### config.mk
export PLATFORM = sky130hd
export DESIGN_NAME = wb_arbiter_2m
export DESIGN_NICKNAME = d
export VERILOG_FILES = /design/src/rtl/wb_arbiter_2m.sv
export SDC_FILE = /design/constraint.sdc
export NUM_CORES = 1
export LEC_CHECK = 0
export CAP_MARGIN = 20
export CELL_PAD_IN_SITES_DETAIL_PLACEMENT = 1
export CELL_PAD_IN_SITES_GLOBAL_PLACEMENT = 1
export CORE_AREA = 2 2 124 126
export CTS_CLUSTER_DIAMETER = 80
export DETAILED_ROUTE_END_ITERATION = 8
export DIE_AREA = 0 0 126 128
export PLACE_DENSITY = 0.91
export RECOVER_POWER = 50
export SETUP_SLACK_MARGIN = 0.1
export SLEW_MARGIN = 5
export SYNTH_ARGS = -nofsm -noshare
export SYNTH_HDL_FRONTEND = slang
export SYNTH_SLANG_ARGS = --single-unit
### constraint.sdc
create_clock -name wb_clk_i -period 3.1 [get_ports wb_clk_i]
set_input_delay 0.31 -clock wb_clk_i [delete_from_list [all_inputs] [get_ports wb_clk_i]]
set_output_delay 0.31 -clock wb_clk_i [all_outputs]
set_load 0.01 [all_outputs]
### src/rtl/wb_arbiter_2m.sv
// Two-master Wishbone arbiter: round-robin grant held for a whole CYC tenure,
// plus a watchdog that ends a stalled access with a one-cycle ERR.
module wb_arbiter_2m #(
   parameter int unsigned TIMEOUT = 255,
   parameter int unsigned TO_W    = 8
) (
   input  logic        wb_clk_i,
   input  logic        wb_rst_i,
   input  logic        m0_cyc_i,
   input  logic        m0_stb_i,
   input  logic        m0_we_i,
   input  logic [3:0]  m0_sel_i,
   input  logic [31:0] m0_adr_i,
   input  logic [31:0] m0_dat_i,
   output logic        m0_ack_o,
   output logic        m0_err_o,
   output logic [31:0] m0_dat_o,
   input  logic        m1_cyc_i,
   input  logic        m1_stb_i,
   input  logic        m1_we_i,
   input  logic [3:0]  m1_sel_i,
   input  logic [31:0] m1_adr_i,
   input  logic [31:0] m1_dat_i,
   output logic        m1_ack_o,
   output logic        m1_err_o,
   output logic [31:0] m1_dat_o,
   output logic        s_cyc_o,
   output logic        s_stb_o,
   output logic        s_we_o,
   output logic [3:0]  s_sel_o,
   output logic [31:0] s_adr_o,
   output logic [31:0] s_dat_o,
   input  logic        s_ack_i,
   input  logic [31:0] s_dat_i,
   output logic [1:0]  grant_o,
   output logic        timeout_o
);

   typedef enum logic [1:0] {IDLE = 2'd0, OWN0 = 2'd1, OWN1 = 2'd2} state_t;

   localparam bit             WD_EN   = (TIMEOUT != 0);
   localparam logic [TO_W-1:0] TO_LAST = TO_W'((TIMEOUT > 0) ? TIMEOUT - 1 : 0);

   state_t          state_q, state_d;
   logic            last_q, last_d;
   logic [TO_W-1:0] cnt_q, cnt_d;
   logic            err_q, err_d;

   logic [1:0]        m_cyc, m_stb, m_we;
   logic [1:0][3:0]   m_sel;
   logic [1:0][31:0]  m_adr, m_dat;
   logic              owned, own;

   assign m_cyc = {m1_cyc_i, m0_cyc_i};
   assign m_stb = {m1_stb_i, m0_stb_i};
   assign m_we  = {m1_we_i,  m0_we_i};
   assign m_sel = {m1_sel_i, m0_sel_i};
   assign m_adr = {m1_adr_i, m0_adr_i};
   assign m_dat = {m1_dat_i, m0_dat_i};

   assign owned = (state_q != IDLE);
   assign own   = (state_q == OWN1);

   always_ff @(posedge wb_clk_i or posedge wb_rst_i) begin
      if (wb_rst_i) begin
         state_q <= IDLE;
         last_q  <= 1'b1;
         cnt_q   <= '0;
         err_q   <= 1'b0;
      end else begin
         state_q <= state_d;
         last_q  <= last_d;
         cnt_q   <= cnt_d;
         err_q   <= err_d;
      end
   end

   // last tracks the most recent winner so a tie goes to the other master
   always_comb begin
      state_d = state_q;
      last_d  = last_q;
      case (state_q)
         IDLE: begin
            if (m0_cyc_i && m1_cyc_i) begin
               state_d = last_q ? OWN0 : OWN1;
               last_d  = ~last_q;
            end else if (m0_cyc_i) begin
               state_d = OWN0;
               last_d  = 1'b0;
            end else if (m1_cyc_i) begin
               state_d = OWN1;
               last_d  = 1'b1;
            end
         end
         OWN0:    if (!m0_cyc_i) state_d = IDLE;
         OWN1:    if (!m1_cyc_i) state_d = IDLE;
         default: state_d = IDLE;
      endcase
   end

   // counter stays at zero through the error cycle, so a master that keeps
   // STB up after ERR starts a fresh timeout window
   always_comb begin
      cnt_d = '0;
      err_d = 1'b0;
      if (WD_EN && owned && m_cyc[own] && m_stb[own] && !s_ack_i && !err_q) begin
         if (cnt_q == TO_LAST) err_d = 1'b1;
         else                  cnt_d = cnt_q + TO_W'(1);
      end
   end

   assign s_cyc_o = owned & m_cyc[own];
   assign s_stb_o = owned & m_stb[own] & ~err_q;
   assign s_we_o  = owned & m_we[own];
   assign s_sel_o = owned ? m_sel[own] : '0;
   assign s_adr_o = owned ? m_adr[own] : '0;
   assign s_dat_o = owned ? m_dat[own] : '0;

   assign grant_o   = {state_q == OWN1, state_q == OWN0};
   assign timeout_o = err_q;

   assign m0_ack_o = grant_o[0] & s_ack_i & ~err_q;
   assign m1_ack_o = grant_o[1] & s_ack_i & ~err_q;
   assign m0_err_o = grant_o[0] & err_q;
   assign m1_err_o = grant_o[1] & err_q;
   assign m0_dat_o = grant_o[0] ? s_dat_i : '0;
   assign m1_dat_o = grant_o[1] ? s_dat_i : '0;

endmodule

After elaboration in Yosys (flattened, before gate mapping)
Index checks and enable logic that the tools add are counted.
{ "classes": {"add_sub_neg": 1, "magnitude_cmp": 1, "eq_ne": 6, "muxes": 31, "bitwise": 12, "reduce_logical": 12} }
{ "ops": {"columns": ["operator", "count"], "rows": [
  ["two-way mux 32 bit", 8],
  ["two-way mux 8 bit", 2],
  ["two-way mux 2 bit", 6],
  ["two-way mux 4 bit", 3],
  ["two-way mux 1 bit", 11],
  ["AND 1 bit", 10],
  ["adder 8 x 1 -> 8 bit, second input constant", 1],
  ["== test 8 bit, second input constant", 1],
  ["one-hot mux 2 bit (3 select lines)", 1],
  ["logical AND 1 bit", 5],
  ["inequality test 2 bit, second input constant", 2],
  ["inequality test 4 bit, second input constant", 1],
  ["AND reduction 3 bit", 1],
  ["nonzero test 3 bit", 1],
  ["== test 2 x 1 -> 1 bit, second input constant", 1],
  ["== test 2 bit, second input constant", 1],
  ["zero test 1 bit", 2],
  ["zero test 2 bit", 1],
  ["less-than comparator 1 x 2 -> 1 bit, second input constant", 1],
  ["inverter 1 bit", 2],
  ["AND reduction 2 bit", 1],
  ["nonzero test 2 bit", 1]
]} }
{ "totals": {"regBits": 12, "output_inout_bits": 142, "wordCells": 67} }

Logic depth before layout (Yosys ltp)
{ "depth": {"ltp_word": 8, "depth_mapped": 5, "ltp_nobuf": 5} }

Worst setup path before layout
OpenSTA, ideal clock, no wires.
{ "synth_path": {"kind": "reg-to-output", "startpoint": "register state_q[0]", "endpoint": "output port s_adr_o[0]", "arrival_ns": 1.202, "setup_slack_ns": 1.588, "path_stages_with_launch": 6, "n_path_buf": 2, "cell_sequence": "dfrtp_1 -> nand2b_1 -> inv_1 -> buf_2 -> buf_2 -> a22o_1"} }
{ "synth_between": {"elab_chain_len": 4, "word_cells_on_any_way": 5} }
{ "synth_lines": {"columns": ["item", "line", "rtl"], "rows": [
  ["from (decl)", "44", "state_t state_q, state_d;"],
  ["from (signal assigned)", "71", "state_q <= state_d;"],
  ["== test 2 bit", "62", "assign own = (state_q == OWN1);"],
  ["two-way mux 32 bit (not written as such) (2 in a row)", "116", "assign s_adr_o = owned ? m_adr[own] : '0;"],
  ["two-way mux 32 bit (*)", "116", null],
  ["to (decl)", "31", "output logic [31:0] s_adr_o,"]
]} }
Every way passes the cells marked *; elsewhere a longest branch is shown, timed or not. The select of a mux whose other input is x is not followed.

Worst setup path in the final report
{ "layout_path": {"startpoint": "register state_q[0]", "endpoint": "output port s_dat_o[5]"} }
{ "layout_between": {"elab_chain_len": 4, "word_cells_on_any_way": 5} }
{ "layout_lines": {"columns": ["item", "line", "rtl"], "rows": [
  ["== test 2 bit", "62", null],
  ["two-way mux 32 bit (not written as such) (2 in a row)", "117", "assign s_dat_o = owned ? m_dat[own] : '0;"],
  ["two-way mux 32 bit (*)", "117", null],
  ["to (decl)", "32", "output logic [31:0] s_dat_o,"]
]} }
Marked as above.

==> flow_summary.ini <==
[layout]
antenna_cells = 0
seqCellArea_um2 = 302.8
final_layout_size_suffix_gt1_share_pct = 2.476
nets = 705
syn2layout_area_growth_pct = 193.9
multiInputGateArea_um2 = 1335
fin_util_pct = 35.06
fillers = 1732

[placement]
port_buffers = 318
place_hpwl_um = 11260
gp_congestion = 0.8738

[yosys]
ys_seq_area_share_pct = 17.01
synth-seq-cells = 12
avgSynthCellArea_um2 = 7.986
ys_warn_count = 0
synth_nets = 401
ys.flop_type = dfrtp_1
synth_edf_count = 0
syn-instance-count = 222
synthDistinctLibCells = 37
async_flop_share_pct = 100.0
syn_area_um2 = 1773

[floorplan]
rows = 45
start_util_pct = 11.93
die_h_um = 128
fp.dieArea_um2 = 16130
die-width_um = 126
core_region_area_um2 = 14860
pin_count = 319

[worst_setup_path]
critPathArrivalTime_ps = 2390
critPathKind = flip-flop to output port
critical_path_required_ps = 2790
timing.critical_path.from = state_q[0]$_DFFE_PP0P_
worstPathMaxFanout = 23
startpoint_type = flip-flop
worst_setup_path_end_kind = output port
r2r_start = state_q[0]$_DFFE_PP0P_

[sta]
slew_viol_final = 0
holdWs_ps = 519.1
max_slew_margin_pct = 47.05
setup_violations = 0
fmax_mhz = 370.7
fin_crit_ps = 2698
hold_viol = 0
rsz0062_at_grt = no
fin_skew_ps = 0.7314
setup_tns_ps = 0
period_share_pct = 87.02
worstMarginPinSlew_ps = 794.2

[grt]
grt_start_max_net_pins = 81
antenna_found_initial = 0
grt_pass1_wl_um = 19890
grtUsageTotal_pct = 15.47
gr-total-overflow = 0
grt_pass1_vias = 3341

[route]
antenna_left = 0
drt-total-wl_um = 13770
avgRoutedWirePerCell_um = 19.31
drtIter0Drc = 68
avgViaCountPerCell = 4.366
drt_pass1_iterations = 4
vias = 3113
drcViolationCount = 0

[clocking]
cts_inserted_buffers = 3
root_buffer = clkbuf_16
clock_path_buffers = 2
cts_tree = built
cts_hold_buf = 0
post-cts-setup-buffers = 0
path_clk_slew_ps = 50
cts_resized = 0
htreeDepth = 1
cts.sinks = 12
clock_latency_ps = 250

[pwr]
power_leakage_nw = 2.102
power_density_nw_per_um2 = 361.9
ir_drop_v = 0.0002054

[run]
max-cap-violations = 0

[min_path]
hp-class = input pin to async pin

[outcome]
outcome = finished clean
-- sequential cells by signal, indices dropped and copies added (netlist names) --
| register | count |
|---|---|
| last_q | 1 |
| timeout_o | 1 |
| state_q | 2 |
| cnt_q | 8 |
-- metal layers --
metal,up-vias,share of wire [%],global-route usage [%]
met2,188,48,26.44
li1,1438,-,-
met3,8,9.8,5.008
met1,1479,41,19.45
met4,0,1.1,2.327
met5,-,0,0
-- cells in the mapped netlist (2+ instances only) --
library cell  number  area share [%]
a21oi_1            2            0.56
a22o_1            69              34
and2_1            65              23
and3_1             2            0.71
buf_2              9             2.5
clkbuf_1          12             2.5
dfrtp_1           11              16
ha_1               2             1.4
inv_1              7             1.5
nand2_1            3            0.64
nand2b_1           2            0.71
nand3_1            4             1.1
nor2_1             3            0.64
nor4_1             5             1.8
nor4bb_1           2             1.1
o21ai_0            2            0.56
xor2_1             2            0.99
-- per-stage QoR --
| stage | worst slack [ps] | instance area (um^2) | total power [mW] | std cells |
|---|---|---|---|---|
| after floorplan | 1588 | 1773 | 0.7477 | 222 |
| after global placement | 754.8 | 5136 | 1.640 | 709 |
| after detailed placement | 757.9 | 5136 | 1.659 | 709 |
| after CTS | 500.6 | 5225 | 1.950 | 713 |
| after global routing | 248.1 | 5211 | 1.994 | 713 |
| final | 402.4 | 5211 | 1.886 | 713 |
-- report_power, final --
group          total (mW)  internal [mW]  switching [mW]
registers           0.191          0.175          0.0157
clock network       0.272          0.196          0.0769
logic                1.42          0.815           0.608
-- final timing paths --
check	end	slack [ps]	depth (start not counted)
worst max-delay path	s_dat_o[5]	400	5
worst min-delay path	cnt_q[5]$_DFF_PP0_	520	2
worst max register to register	cnt_q[2]$_DFF_PP0_	1150	4
worst min register to register	last_q$_DFFE_PP1P_	550	2
max in group asynchronous	state_q[0]$_DFFE_PP0P_	2230	2
min in group wb_clk_i	last_q$_DFFE_PP1P_	550	2
-- critical path, stage by stage, from the launching register on --
cell and delay (ps):
dfrtp_2 410, nand2b_1 240, inv_1 170, clkbuf_2 450
a22o_1 240, dlygate4sd3_1 630
-- logic make-up after synthesis --
kind of cell	count (synthesis)	share of synthesized area, %
buffers and inverters	30	7.198
and+or+nand+nor	92	32.18
adders and majority gates	2	1.411
AOI/OAI and AO/OA	83	40.72
xor gates and xnor gates	3	1.482
DFF	12	17.01
-- cells in the final DEF, fill, tap and decap left out, drive strengths merged, types with 2 or more instances in the layout --
cell type	count
clkdlybuf4s50	263
a22o	69
and2	65
dlygate4sd3	55
dfrtp	11
inv	7
nor4	5
clkbuf	5
nand3	4
nand2	3
nor2	3
buf	3
nand2b	2
o21ai	2
nor4bb	2
a2111oi	2
xor2	2
and3	2
a21oi	2
ha	2
a31oi	2
-- cell type report --
class	instances	share of cell area [%]
clock buffers	4	1.705
flip-flops and latches	12	5.810
multi-input cells	180	25.62
well taps	188	4.514
repair buffers	322	61.85
inverters	7	0.5042
(Power assumes the default switching activity.)
